### src/rtl/md_pkg.sv
// Shared encodings, FSM state type and default latencies for the mult/div issue logic.
package md_pkg;

  // Operation codes presented on ex_md_ctr / MD_ctr
  localparam logic [2:0] MD_MULT  = 3'b000;
  localparam logic [2:0] MD_MULTU = 3'b001;
  localparam logic [2:0] MD_DIV   = 3'b010;
  localparam logic [2:0] MD_DIVU  = 3'b011;
  localparam logic [2:0] MD_MTHI  = 3'b100;
  localparam logic [2:0] MD_MTLO  = 3'b101;
  localparam logic [2:0] MD_MADD  = 3'b110;
  localparam logic [2:0] MD_NOP   = 3'b111;

  // Default unit latencies and watchdog limit (cycles)
  localparam int unsigned MUL_LAT_DEF  = 4;
  localparam int unsigned DIV_LAT_DEF  = 9;
  localparam int unsigned WDOG_MAX_DEF = 15;

  typedef enum logic [1:0] {
    ST_IDLE   = 2'b00,
    ST_LAUNCH = 2'b01,
    ST_WAIT   = 2'b10,
    ST_DRAIN  = 2'b11
  } md_state_e;

  // mult/multu/div/divu all have bit 2 clear
  function automatic logic is_muldiv(input logic [2:0] op);
    return (op[2] == 1'b0);
  endfunction

  function automatic logic is_mt(input logic [2:0] op);
    return (op == MD_MTHI) || (op == MD_MTLO);
  endfunction

endpackage

### src/rtl/md_lat_counter.sv
// Tracks the expected Busy duration of a launched op and flags latency
// mismatches and watchdog timeouts. Both counters start at launch.
module md_lat_counter
  import md_pkg::*;
#(
  parameter int unsigned MUL_LAT  = MUL_LAT_DEF,
  parameter int unsigned DIV_LAT  = DIV_LAT_DEF,
  parameter int unsigned WDOG_MAX = WDOG_MAX_DEF
) (
  input  logic clk,
  input  logic rst_n,
  input  logic load_i,      // op launched this cycle
  input  logic is_div_i,    // launched op is div/divu
  input  logic track_i,     // FSM in LAUNCH or WAIT
  input  logic done_i,      // FSM in WAIT and Busy low
  input  logic busy_i,
  output logic mismatch_o,
  output logic timeout_o
);

  localparam int unsigned MAX_A = (MUL_LAT > DIV_LAT) ? MUL_LAT : DIV_LAT;
  localparam int unsigned MAX_V = (MAX_A > WDOG_MAX) ? MAX_A : WDOG_MAX;
  localparam int          CW    = $clog2(MAX_V + 1);

  localparam logic [CW-1:0] MUL_W  = CW'(MUL_LAT);
  localparam logic [CW-1:0] DIV_W  = CW'(DIV_LAT);
  localparam logic [CW-1:0] WDOG_W = CW'(WDOG_MAX);

  logic [CW-1:0] cnt_q, cnt_d;
  logic [CW-1:0] wd_q, wd_d;

  // Next-state: load on launch, then count Busy cycles down (latency) and up (watchdog)
  always_comb begin
    cnt_d = cnt_q;
    wd_d  = wd_q;
    if (load_i) begin
      cnt_d = is_div_i ? DIV_W : MUL_W;
      wd_d  = '0;
    end else if (track_i && busy_i) begin
      cnt_d = (cnt_q != '0) ? (cnt_q - CW'(1)) : cnt_q;
      wd_d  = (wd_q != WDOG_W) ? (wd_q + CW'(1)) : wd_q;
    end else begin
      cnt_d = cnt_q;
      wd_d  = wd_q;
    end
  end

  // Counter registers
  always_ff @(posedge clk or negedge rst_n) begin
    if (!rst_n) begin
      cnt_q <= '0;
      wd_q  <= '0;
    end else begin
      cnt_q <= cnt_d;
      wd_q  <= wd_d;
    end
  end

  // Busy still high with no latency left, or Busy dropped early
  assign mismatch_o = (track_i && busy_i && (cnt_q == '0)) || (done_i && (cnt_q != '0));
  // This would be Busy cycle WDOG_MAX+1
  assign timeout_o  = track_i && busy_i && (wd_q == WDOG_W);

endmodule

### src/rtl/md_issue_ctrl.sv
// Issue/stall controller between the EX stage and the multiply/divide unit.
// Issue outputs are driven in the same cycle the EX instruction is accepted so
// that an mthi/mtlo is visible to an mfhi/mflo in the very next cycle.
module md_issue_ctrl
  import md_pkg::*;
#(
  parameter int unsigned MUL_LAT  = MUL_LAT_DEF,
  parameter int unsigned DIV_LAT  = DIV_LAT_DEF,
  parameter int unsigned WDOG_MAX = WDOG_MAX_DEF
) (
  input  logic        clk,
  input  logic        reset,
  input  logic        ex_valid,
  input  logic [2:0]  ex_md_ctr,
  input  logic        ex_is_mf,
  input  logic        ex_mf_sel,
  input  logic        ex_flush,
  input  logic [31:0] ex_rs,
  input  logic [31:0] ex_rt,
  input  logic        Busy,
  input  logic [31:0] HIO,
  input  logic [31:0] LOO,
  output logic        Start,
  output logic [2:0]  MD_ctr,
  output logic [31:0] RD1,
  output logic [31:0] RD2,
  output logic        stall,
  output logic [31:0] mf_result,
  output logic        illegal_op,
  output logic        lat_err
);

  md_state_e state_q;
  logic      lat_err_q;

  logic live_s, idle_s, issue_md_s, issue_mt_s;
  logic track_s, done_s, mismatch_s, timeout_s;

  // Issue decode and outputs; reset gates everything so outputs clear without a clock
  always_comb begin
    live_s     = reset & ex_valid & ~ex_flush;
    idle_s     = (state_q == ST_IDLE);
    issue_md_s = live_s & idle_s & is_muldiv(ex_md_ctr);
    issue_mt_s = live_s & idle_s & is_mt(ex_md_ctr);
    track_s    = (state_q == ST_LAUNCH) || (state_q == ST_WAIT);
    done_s     = (state_q == ST_WAIT) && !Busy;

    Start      = issue_md_s;
    MD_ctr     = (issue_md_s | issue_mt_s) ? ex_md_ctr : MD_NOP;
    RD1        = (issue_md_s | issue_mt_s) ? ex_rs : 32'h0000_0000;
    RD2        = issue_md_s ? ex_rt : 32'h0000_0000;
    illegal_op = live_s & idle_s & ((ex_md_ctr == MD_MADD) || (ex_md_ctr == MD_NOP));
    stall      = reset & (ex_valid | ex_is_mf) & ~ex_flush & ~idle_s;
    mf_result  = reset ? (ex_mf_sel ? LOO : HIO) : 32'h0000_0000;
    lat_err    = lat_err_q;
  end

  md_lat_counter #(
    .MUL_LAT  (MUL_LAT),
    .DIV_LAT  (DIV_LAT),
    .WDOG_MAX (WDOG_MAX)
  ) u_lat (
    .clk        (clk),
    .rst_n      (reset),
    .load_i     (issue_md_s),
    .is_div_i   (ex_md_ctr[1]),
    .track_i    (track_s),
    .done_i     (done_s),
    .busy_i     (Busy),
    .mismatch_o (mismatch_s),
    .timeout_o  (timeout_s)
  );

  // Launch/wait/drain sequencing plus the sticky latency error flag.
  // LAUNCH gives the unit a cycle to raise Busy; DRAIN covers the HI/LO write.
  always_ff @(posedge clk or negedge reset) begin
    if (!reset) begin
      state_q   <= ST_IDLE;
      lat_err_q <= 1'b0;
    end else begin
      lat_err_q <= lat_err_q | mismatch_s | timeout_s;
      case (state_q)
        ST_IDLE:   state_q <= issue_md_s ? ST_LAUNCH : ST_IDLE;
        ST_LAUNCH: state_q <= timeout_s ? ST_IDLE : ST_WAIT;
        ST_WAIT: begin
          if (timeout_s) begin
            state_q <= ST_IDLE;
          end else if (!Busy) begin
            state_q <= ST_DRAIN;
          end else begin
            state_q <= ST_WAIT;
          end
        end
        ST_DRAIN:  state_q <= ST_IDLE;
        default:   state_q <= ST_IDLE;
      endcase
    end
  end

endmodule

### config.mk
export PLATFORM = sky130hd
export DESIGN_NAME = md_issue_ctrl
export DESIGN_NICKNAME = d
export VERILOG_FILES = /design/src/rtl/md_pkg.sv /design/src/rtl/md_lat_counter.sv /design/src/rtl/md_issue_ctrl.sv
export SDC_FILE = /design/constraint.sdc
export NUM_CORES = 1
export LEC_CHECK = 0
export CORE_AREA = 2 2 94 96
export CTS_BUF_LIST = sky130_fd_sc_hd__clkbuf_8 sky130_fd_sc_hd__clkbuf_16
export DETAILED_ROUTE_END_ITERATION = 6
export DIE_AREA = 0 0 96 98
export GPL_ROUTABILITY_DRIVEN = 0
export PLACE_DENSITY = 0.75
export SYNTH_ARGS = -nofsm -noshare
export SYNTH_HDL_FRONTEND = slang
export SYNTH_SLANG_ARGS = --single-unit
### constraint.sdc
create_clock -name clk -period 3.61 [get_ports clk]
set_clock_uncertainty 0.15 [all_clocks]
set_input_delay 0.722 -clock clk [delete_from_list [all_inputs] [get_ports clk]]
set_output_delay 0.722 -clock clk [all_outputs]
set_load 0.05 [all_outputs]
=== Word-level counts from Yosys, hierarchy flattened ===
Index checks and enable logic that the tools add are counted.
W data, S select, Z words.

* Word-level logic and storage cells: 66
* Bits in registers: 11

* Bitwise gates (word level): 16
* Reduce and logical (&&, ||, !) cells: 18
* Add/sub/neg operators: 2
* Equal/unequal tests: 9
* Multiplexer cells: 17

{| class="wikitable"
|+ Operators with widths
! cell !! count
|-
| $mux W32 || 4
|-
| $mux W4 || 7
|-
| $eq A3 B3 Y1 const B || 4
|-
| $and A1 B1 Y1 || 9
|-
| $pmux W2 S4 || 1
|-
| $reduce_bool A2 Y1 || 3
|-
| $logic_and A1 B1 Y1 || 5
|-
| $add A4 B1 Y4 const B || 1
|-
| $eq A2 B2 Y1 const B || 2
|-
| $eq A4 B4 Y1 const B || 1
|-
| $logic_not A4 Y1 || 1
|-
| $logic_or A1 B1 Y1 || 4
|-
| $mux W2 || 2
|-
| $ne A4 B4 Y1 const B || 1
|-
| $or A1 B1 Y1 || 4
|-
| $reduce_and A2 Y1 || 2
|-
| $reduce_bool A4 Y1 || 1
|-
| $sub A4 B1 Y4 const B || 1
|-
| $mux W3 || 1
|-
| $not A1 Y1 || 3
|-
| $eq A2 B1 Y1 const B || 1
|-
| $logic_not A2 Y1 || 1
|-
| $mux W1 || 2
|-
| $logic_not A1 Y1 || 1
|}

=== Logic depth before layout (Yosys ltp) ===
* Depth in word-level cells: 7
* Gate-level depth with buffers: 7

=== By module ===
Synthesis repeated with hierarchy kept, for this count alone.

* Cells, all modules: 224
* Area total of the unflattened synthesis: 1799.2 um^2

{| class="wikitable"
|+ By module, submodules not included
! module !! times used !! cells each !! area each (um^2)
|-
| md_issue_ctrl || 1 || 172 || 1310.0
|-
| md_lat_counter || 1 || 52 || 489.2
|}

=== Least setup slack after synthesis ===
Ideal clock, no wire load.

* Path kind: input to output
* Start point: input ex_flush
* End point: output stall
* Path buffers: 0
* Stages on the path: 1
* Arrival time: 2379 ps
* Setup slack: 359 ps
* Cell sequence: nor4b_1

* Cells in the longest elaborated chain, start to end: 3

{| class="wikitable"
|+ RTL lines
! element !! RTL line !! RTL
|-
| start, declared || md_issue_ctrl.sv:17 || <nowiki>input logic ex_flush,</nowiki>
|-
| $not A1 Y1 || md_issue_ctrl.sv:53 || <nowiki>stall = reset & (ex_valid | ex_is_mf) & ~ex_flush & ~idle_s;</nowiki>
|-
| $and A1 B1 Y1 (2 in series) || md_issue_ctrl.sv:53 ||
|-
| end, declared || md_issue_ctrl.sv:27 || <nowiki>output logic stall,</nowiki>
|}

No other way between the ends.

=== Final worst setup path ===
* Start point: input reset
* End point: output RD2[17]

* Cells in the longest elaborated chain, start to end: 5

{| class="wikitable"
|+ RTL lines
! element !! RTL line !! RTL
|-
| start, declared || md_issue_ctrl.sv:12 || <nowiki>input logic reset,</nowiki>
|-
| $and A1 B1 Y1 (2 in series) || md_issue_ctrl.sv:41 || <nowiki>live_s = reset & ex_valid & ~ex_flush;</nowiki>
|-
| $and A1 B1 Y1 (2 in series) || md_issue_ctrl.sv:43 || <nowiki>issue_md_s = live_s & idle_s & is_muldiv(ex_md_ctr);</nowiki>
|-
| $mux W32 || md_issue_ctrl.sv:51 || <nowiki>RD2 = issue_md_s ? ex_rt : 32'h0000_0000;</nowiki>
|-
| end, declared || md_issue_ctrl.sv:26 || <nowiki>output logic [31:0] RD2,</nowiki>
|}

No other way between the ends.

==> flow_summary.toml <==
[grt]
gr-total-overflow = 0
antenna_found_initial = 0
grtUsageTotal_pct = 18.5
first_global_vias = 2665
grt_pass1_wl_mm = 13.4
grt_max_degree = 45

[yosys]
synth_fp_nets = 359
ys_top_cells_by_count = "65 x and2_1, 33 x mux2i_1, 33 x nor2b_1, 11 x dfrtp_1, 9 x buf_2"
synthSimpleGateAreaFrac_pct = 45.2
synthesis.area_um2 = 1670
synthCells = 215
synth.most_common_cell = "and2_1"
synth_edf_count = 0
synth_top_area_share_pct = 24.4
synth_xor_area_share_pct = 0
synth_largest_area_cell = "and2_1"
synth_top_family_by_area = "simple AND/OR/NAND/NOR gates"
synth_seq_area_share_pct = 16.5
synth_compound_area_share_pct = 7.81
synthMuxAreaShare_pct = 19.8
synthFlopType = "dfrtp_1"
synth_area_per_cell_um2 = 7.75
synth.area.top_cells = "and2_1 24%, mux2i_1 20%, dfrtp_1 17%, nor2b_1 12%, ha_1 4.5%"
ys_async_sr_fraction_pct = 100
synth_cell_types = 34
ys_ff_latch = 11
yosys_warnings = 0
synth_adder_area_share_pct = 4.51

[critical_path]
worst_setup_path_start_kind = "primary input"
crit_start = "reset"
cpMaxStageDelayCell = "clkdlybuf4s50_1"
worstPathCellList = "clkdlybuf4s50_1, nand4b_1, or2_1, inv_2, and2_1, buf_12"
cpPeakStageDelay_ps = 550
path_max_fanout = 34
crit_path_end_kind = "output pin"
arrival_ps = 2600
timing.rr.start = "state_q[1]"
critical_path_required_ps = 2740
reg2regPathDepth = 7
crit_type = "in2out"

[timing]
fmax_mhz = 288
layout_min_cycle_time_ps = 3470
fin_ws_ps = 136
rsz0062_at_grt = "no"
period_share_pct = 96.2
setup_viol = 0
tns_ps = 0
tightest_slew_ps = 519
slew_headroom_pct = 65.4
finalHoldViolations = 0
slew_violations = 0

[power_and_ir_drop]
clockPowerShare_pct = 13.5
pwr_density_cell_nw_per_um2 = 174
power_frac_comb_pct = 68.2
p_switching_mw = 0.345
p_seq_share_pct = 18.4
sw_frac_of_total_pct = 38.2
leakage_nw = 2.18
p_int_mw = 0.559
worst_ir_drop_vdd_v = 0.0000904

[floorplanning]
num_rows = 34
coreArea_um2 = 8470
die_area_um2 = 9410
io_pins = 241
die_w_um = 96
start_util_pct = 19.7
die_h_um = 98

[job]
drv_cap = 0

[finish]
diodes = 0
utilization_pct = 61.3
area_growth_pct = 212
fin_cells = 556
drive_gt1_share_pct = 25.2
nets = 593

[routing]
wl_mm = 9.04
ant_nets = 0
wl_per_cell_um = 16.3
highest_layer = "met4"
vias = 2418
drt_iter0_markers = 74
route.met3.wl_mm = 1.63
wl_met1_mm = 2.87
via_per_inst = 4.35
drc = 0
wl_met2_mm = 4.38
dr.pass1.iters = 4

[cts]
post-cts-setup-buffers = 0
clock_path_buffers = 2
post_cts_resized = 0
htreeDepth = 1
cts_tree = "yes"
cts_root_buffer = "clkbuf_8"
ctsHoldBuffers = 0
clkSinkCount = 11
clk-insertion-delay-late_ps = 240
clk_pin_slew_ps = 50
cts_buffers = 3

[outcome]
outcome = "complete, no violations"

[place]
post-place-cells = 552
io_buffers = 240
place_ws_ps = 130
place_hpwl_mm = 7.79

[hold_path]
worstHoldStart = "lat_err"
min_path_cells = 1
min_path_type = "reg2reg"
==> final cells by class <==
| cell class | count | area (µm²) |
|---|---|---|
| repair buffers | 245 | 3420 |
| fillers | 652 | 3280 |
| multi-input cells | 181 | 1290 |
| flip-flops and latches | 11 | 275 |
| well taps | 108 | 135 |
| clock buffers | 3 | 41.3 |
| inverters | 7 | 26.3 |
| clock inverters | 1 | 3.75 |
==> logic make-up (layout without fill, tap and decap cells) <==
group                      count (synthesis)  after routing
AOI/OAI and AO/OA                         20             20
DFF                                       11             11
buffers and inverters                     23            256
adders and majority gates                  6              6
and+or+nand+nor                          122            122
muxes                                     33             33
==> cell usage in the layout (no fill, tap or decap), types with 2 or more instances in the layout <==
master and n:
a21o_1 2, a21oi_1 7, a31oi_1 2, and2_1 65
buf_12 99, buf_4 8, clkbuf_8 3, clkdlybuf4s50_1 137
dfrtp_1 11, ha_1 6, inv_1 7, mux2i_1 33
nand2_1 2, nand3_1 5, nor2_1 3, nor2b_1 33
o21ai_0 2, o31ai_1 2, or3_1 4
==> through the flow <==
| step | total power [mW] | hold slack [ps] | instance area [µm²] |
|---|---|---|---|
| after floorplan | 0.427 | 276 | 1670 |
| after CTS | 0.914 | 358 | 5190 |
| after detailed placement | 0.786 | 347 | 5140 |
| final | 0.904 | 346 | 5190 |
| after global routing | 0.954 | 401 | 5190 |
| after global placement | 0.775 | 330 | 5140 |
==> power by group through the flow <==
| stage | logic [mW] | clock network, mW | registers, mW |
|---|---|---|---|
| global route | 0.653 | 0.132 | 0.169 |
| global placement | 0.611 | 0 | 0.164 |
| detailed placement | 0.618 | 0 | 0.167 |
| CTS | 0.622 | 0.127 | 0.165 |
| floorplan | 0.258 | 0 | 0.168 |
| finish | 0.617 | 0.122 | 0.166 |
==> worst max-delay path: cells and delay by family <==
| kind | cells | cell delay, ps |
|---|---|---|
| AND/OR/NAND/NOR | 3 | 780 |
| buffers and inverters | 3 | 1080 |
==> flip-flops by register name, summed over array words and instances, names as in the netlist <==
register / cells
lat_err: 1
state_q: 2
u_lat.cnt_q: 4
u_lat.wd_q: 4
==> worst paths after layout <==
path                                   to  slack (ps)
max                               RD2[17]         140
min                               lat_err         350
max reg2reg                u_lat.cnt_q[2]        1440
min reg2reg                       lat_err         350
max in group asynchronous   u_lat.wd_q[2]        2160
min in group asynchronous         lat_err         860
==> layer usage <==
metal,GRT usage (%),vias to the layer above
li1,-,1179
met1,18.1,1073
met2,32.2,155
met3,12.2,11
met4,4.18,0
met5,0,-
Power figures use the tool's default switching activity.
